==> config.mk <==
export PLATFORM = sky130hd
export DESIGN_NAME = a_add_serdrv
export DESIGN_NICKNAME = d
export VERILOG_FILES = /design/src/rtl/a_add_serdrv.sv
export SDC_FILE = /design/constraint.sdc
export NUM_CORES = 1
export LEC_CHECK = 0
export ABC_CLOCK_PERIOD_IN_PS = 1800
export BUFFER_PORTS_ARGS = -buffer_cell sky130_fd_sc_hd__buf_4
export CORE_UTILIZATION = 49
export DETAILED_ROUTE_END_ITERATION = 10
export MAX_ROUTING_LAYER = met4
export PLACE_DENSITY = 0.75
export REMOVE_ABC_BUFFERS = 1
export SLEW_MARGIN = 10
export SYNTH_ARGS = -nofsm -noshare
export SYNTH_HDL_FRONTEND = slang
export SYNTH_SLANG_ARGS = --single-unit
==> constraint.sdc <==
create_clock -name clk -period 1.8 [get_ports clk]
set_clock_uncertainty 0.1 [all_clocks]
set_input_delay 0.18 -clock clk [delete_from_list [all_inputs] [get_ports clk]]
set_output_delay 0.18 -clock clk [all_outputs]
set_load 0.005 [all_outputs]
==> src/rtl/a_add_serdrv.sv <==
// Clocked driver/collector for a bit-serial async adder cell: streams operand bits LSB first
// over two-phase bundled-data channels and assembles the returned sum and carry tokens.
module a_add_serdrv #(
    parameter logic        Rpol        = 1'b0,
    parameter int unsigned WIDTH       = 8,
    parameter int unsigned SYNC_STAGES = 2
) (
    input  logic             clk,
    input  logic             rst,
    input  logic             op_valid,
    output logic             op_ready,
    input  logic [WIDTH-1:0] op_a,
    input  logic [WIDTH-1:0] op_b,
    input  logic             op_cin,
    output logic             res_valid,
    input  logic             res_ready,
    output logic [WIDTH-1:0] res_sum,
    output logic             res_cout,
    output logic             r_o,
    input  logic             a_o,
    output logic [1:0]       d_o,
    output logic             rc_o,
    input  logic             ac_o,
    output logic             dc_o,
    input  logic             r_s,
    output logic             a_s,
    input  logic             d_s,
    input  logic             r_c,
    output logic             a_c,
    input  logic             d_c,
    output logic             protocol_err
);

    localparam int unsigned IW = (WIDTH > 1) ? $clog2(WIDTH) : 1;

    typedef enum logic [2:0] {StIdle, StSetup, StSend, StWait, StDone} state_e;

    state_e state, state_nxt;

    logic [WIDTH-1:0]       a_q, b_q;
    logic                   carry_q;
    logic [IW-1:0]          idx_q;
    logic [3:0]             done_q;   // {carry token, sum token, carry-in ack, operand ack}
    logic [SYNC_STAGES-1:0] sync_q [4];
    logic [3:0]             async_in, synced;

    logic op_acked, c_acked, sum_tok, car_tok;
    logic take_sum, take_car, err_evt, all_done, last_bit;

    assign async_in = {r_c, r_s, ac_o, a_o};

    always_ff @(posedge clk or posedge rst) begin
        if (rst) begin
            for (int k = 0; k < 4; k++) sync_q[k] <= {SYNC_STAGES{Rpol}};
        end else begin
            for (int k = 0; k < 4; k++) begin
                sync_q[k] <= {sync_q[k][SYNC_STAGES-2:0], async_in[k]};
            end
        end
    end

    always_comb begin
        synced = '0;
        for (int k = 0; k < 4; k++) synced[k] = sync_q[k][SYNC_STAGES-1];
    end

    assign op_acked = (synced[0] == r_o);
    assign c_acked  = (synced[1] == rc_o);
    assign sum_tok  = (synced[2] != a_s);
    assign car_tok  = (synced[3] != a_c);
    assign take_sum = (state == StWait) && sum_tok && !done_q[2];
    assign take_car = (state == StWait) && car_tok && !done_q[3];
    // Any pending incoming token not consumed this cycle is unexpected and stays unacked.
    assign err_evt  = (sum_tok && !take_sum) || (car_tok && !take_car);
    assign all_done = &done_q;
    assign last_bit = (idx_q == IW'(WIDTH - 1));
    assign op_ready = (state == StIdle);

    always_ff @(posedge clk or posedge rst) begin
        if (rst) state <= StIdle;
        else     state <= state_nxt;
    end

    always_comb begin
        state_nxt = state;
        unique case (state)
            StIdle:  if (op_valid) state_nxt = StSetup;
            StSetup: state_nxt = StSend;
            StSend:  state_nxt = StWait;
            StWait:  if (all_done) state_nxt = last_bit ? StDone : StSetup;
            StDone:  if (res_ready) state_nxt = StIdle;
            default: state_nxt = StIdle;
        endcase
    end

    always_ff @(posedge clk or posedge rst) begin
        if (rst) begin
            a_q          <= '0;
            b_q          <= '0;
            carry_q      <= 1'b0;
            idx_q        <= '0;
            done_q       <= '0;
            d_o          <= '0;
            dc_o         <= 1'b0;
            r_o          <= Rpol;
            rc_o         <= Rpol;
            a_s          <= Rpol;
            a_c          <= Rpol;
            res_sum      <= '0;
            res_cout     <= 1'b0;
            res_valid    <= 1'b0;
            protocol_err <= 1'b0;
        end else begin
            if (err_evt) protocol_err <= 1'b1;
            if (take_sum) begin
                res_sum[idx_q] <= d_s;
                a_s            <= ~a_s;
            end
            if (take_car) begin
                carry_q <= d_c;
                a_c     <= ~a_c;
            end
            unique case (state)
                StIdle: begin
                    if (op_valid) begin
                        a_q     <= op_a;
                        b_q     <= op_b;
                        carry_q <= op_cin;
                        idx_q   <= '0;
                    end
                end
                StSetup: begin
                    d_o  <= {a_q[idx_q], b_q[idx_q]};
                    dc_o <= carry_q;
                end
                StSend: begin
                    r_o    <= ~r_o;
                    rc_o   <= ~rc_o;
                    done_q <= '0;
                end
                StWait: begin
                    done_q <= done_q | {take_car, take_sum, c_acked, op_acked};
                    if (all_done) begin
                        done_q <= '0;
                        if (last_bit) begin
                            res_cout  <= carry_q;
                            res_valid <= 1'b1;
                        end else begin
                            idx_q <= idx_q + IW'(1);
                        end
                    end
                end
                StDone: if (res_ready) res_valid <= 1'b0;
                default: ;
            endcase
        end
    end

endmodule

==> metrics.cfg <==
[cts]
cts_buffers = 5
clock_sinks = 53
cts-root-buf = clkbuf_8
path_clk_slew_ns = 0.09
h-tree-depth = 2
clockBufferDepth = 2
cts_tree = done
cts_setup_buffers = 0
clkLatencyLatePin_ns = 0.30

[status]
run_status = finished, violations left
failed_checks = DRC

[layout]
regArea_um2 = 1330
nets = 327
design_area_um2 = 3080
fill_cells = 358
diodes = 0
layout_common_cells = nand2_1, buf_4, dfrtp_1
final_cells = 349
layout_commonest_cell = nand2_1
drive_gt1_share_pct = 24.9
synthToLayoutAreaGrowth_pct = 30.7
multi_input_area_um2 = 951

[synth]
synthArstFlopShare_pct = 100
synth.cell_area_um2 = 2360
synth_area_leader_cell = dfrtp_1
yosysSeqAreaShare_pct = 56.3
synth-edff-count = 0
synth_top_area_share_pct = 56.3
ys_warn_count = 0
synth.avg_cell_area_um2 = 10.6
synth_cell_types = 41
synthTopCellsByArea = dfrtp_1, nand2_1, mux2_1, nor2_1, mux2i_1
syn_inst = 223
synth_ff_type = dfrtp_1
synth-seq-cells = 53

[detailed_routing]
routed_wl_um = 4670
first_pass_iters = 7
via_per_inst = 5.18
ant_nets = 0
wire_per_inst_um = 13.4
initialDrtViolationCount = 110
vias = 1807
drc_errors = 3

[worst_setup_path]
worst_ep_required_time_ns = 1.88
worstSetupPathType = reg -> reg
cpPeakStageDelay_ns = 0.49
crit_path_start_kind = flop
critical_path.max_fanout = 6
end_kind = flop
critical_path_arrival_ns = 1.77
crit_slowest_cell = dfrtp_1
crit_chain = nand2b_4 > nor4_4 > and3_1 > mux2_1

[pwr]
ir_drop_mv = 0.901
p_per_area_nw_per_um2 = 1440
finalPower_mw = 4.43
leakagePower_nw = 1.48

[global_route]
grt_max_degree = 30
first_global_vias = 1782
gr-usage-all-layers_pct = 21.3
antenna_found_initial = 0
grt_overflow = 0
grt_pass1_wl_um = 8140

[sta]
setup_viol = 0
max_freq_mhz = 592
slew_violations = 0
tns_ns = 0
fin_crit_sh_pct = 93.9
relSlewSlack_pct = 75.7
hold_viol_final = 0
rsz0062_at_grt = false
worst_slew_pin_slew_ns = 0.360
finalCriticalPeriod_ns = 1.69

[placed_design]
io_buffers = 45
postPlaceCellArea_um2 = 2790
dp_hpwl_um = 3240
gp_routability_congestion = 0.764
dp_cells = 321

[floorplan]
die_h_um = 71.4
fp.coreArea_um2 = 4470
initial_utilization_pct = 52.7
rows = 24
die_area_um2 = 5090
die_w_um = 71.4
ios = 46

[hold_path]
hp-class = in -> reg

[job]
cap_violations = 0

[power breakdown]
part	switching, mW	total (mW)	leakage (nW)	internal (mW)
registers	0.330	1.99	0.629	1.66
clock network	0.361	0.618	0.0399	0.257
logic	0.897	1.82	0.813	0.928
total	1.59	4.43	1.48	2.84
[sequential cells by signal, summed over array words and instances, names as in the netlist]
register,flops
a_q,8
b_q,8
res_sum,8
sync_q,8
done_q,4
idx_q,3
state,3
d_o,2
a_c,1
a_s,1
carry_q,1
dc_o,1
protocol_err,1
r_o,1
rc_o,1
res_cout,1
res_valid,1
[cells in the mapped netlist (all sizes together) (2+ instances only)]
| master | number |
|---|---|
| xnor2 | 3 |
| nor2 | 17 |
| a31oi | 2 |
| nor3 | 5 |
| xor2 | 3 |
| nand2 | 60 |
| nand3b | 2 |
| mux2i | 6 |
| inv | 8 |
| dfrtp | 53 |
| buf | 9 |
| nand3 | 7 |
| ha | 2 |
| o21ai | 7 |
| nor3b | 3 |
| nand4 | 2 |
| nand2b | 2 |
| a21oi | 7 |
| mux2 | 11 |
[what timing repair did]
action | CTS | global route
endpoints found under the hold margin | 74 | 0
hold buffers | 22 | 0
resized for setup | 0 | 1
endpoints found under the setup margin | 0 | 4
[cell type report]
type / count / area share, %
Sequential cell: 53 / 43.1
Inverter: 8 / 0.975
Timing Repair Buffer: 77 / 20.6
Multi-Input combinational cell: 153 / 30.9
Clock buffer: 5 / 2.23
Tap cell: 52 / 2.11
Clock inverter: 1 / 0.162
[kinds of logic (layout without fill, tap and decap cells)]
family / Yosys count / in the layout / synth area share, %
AND/OR/NAND/NOR: 104 / 104 / 22.3
flip-flops: 53 / 53 / 56.3
AO/OA/AOI/OAI: 24 / 24 / 6.48
multiplexers: 17 / 17 / 7.96
buffers and inverters: 17 / 91 / 3.40
XOR/XNOR: 6 / 6 / 2.55
adder cells (fa/ha/maj): 2 / 2 / 1.06
[per-layer routing]
| metal | part of all wire, % | up-vias | track usage [%] |
|---|---|---|---|
| li1 | - | 891 | - |
| met1 | 46 | 869 | 28.8 |
| met2 | 49 | 42 | 32.6 |
| met3 | 3.5 | 5 | 3.66 |
| met4 | 1.5 | 0 | 8.00 |
| met5 | 0 | - | - |
[final timing paths]
| path | startpoint | to | slack [ns] | depth (start not counted) |
|---|---|---|---|---|
| max in group asynchronous | rst | a_q[5]$_DFFE_PP0P_ | 0.93 | 4 |
| setup / recovery | state[1]$_DFFE_PP0P_ | res_sum[5]$_DFFE_PP0P_ | 0.11 | 4 |
| hold reg to reg | sync_q[0]$_DFF_PP0_ | sync_q[1]$_DFF_PP0_ | 0.25 | 0 |
| setup reg to reg | state[1]$_DFFE_PP0P_ | res_sum[5]$_DFFE_PP0P_ | 0.11 | 4 |
| min in group asynchronous | rst | rc_o$_DFFE_PP0P_ | 0.39 | 4 |
| hold / removal | op_cin | carry_q$_DFF_PP0_ | 0.003 | 3 |
[worst max-delay path: cells and delay by family, from the launching register on]
family / cells / cell delay, ns
DFF: 1 / 0.49
muxes: 1 / 0.32
and+or+nand+nor: 3 / 0.67
[stage by stage]
stage | utilization (%) | hold slack (ns) | setup WS (ns)
after floorplan | - | 0.111 | -0.0712
after global placement | 62.2 | 0.155 | 0.120
after detailed placement | 62.2 | 0.161 | 0.0833
after CTS | 68.8 | 0.00474 | 0.0756
after global routing | 68.8 | 0.0148 | 0.0188
final | 68.8 | 0.00334 | 0.111
No activity file was read; power rests on OpenSTA's default activity.
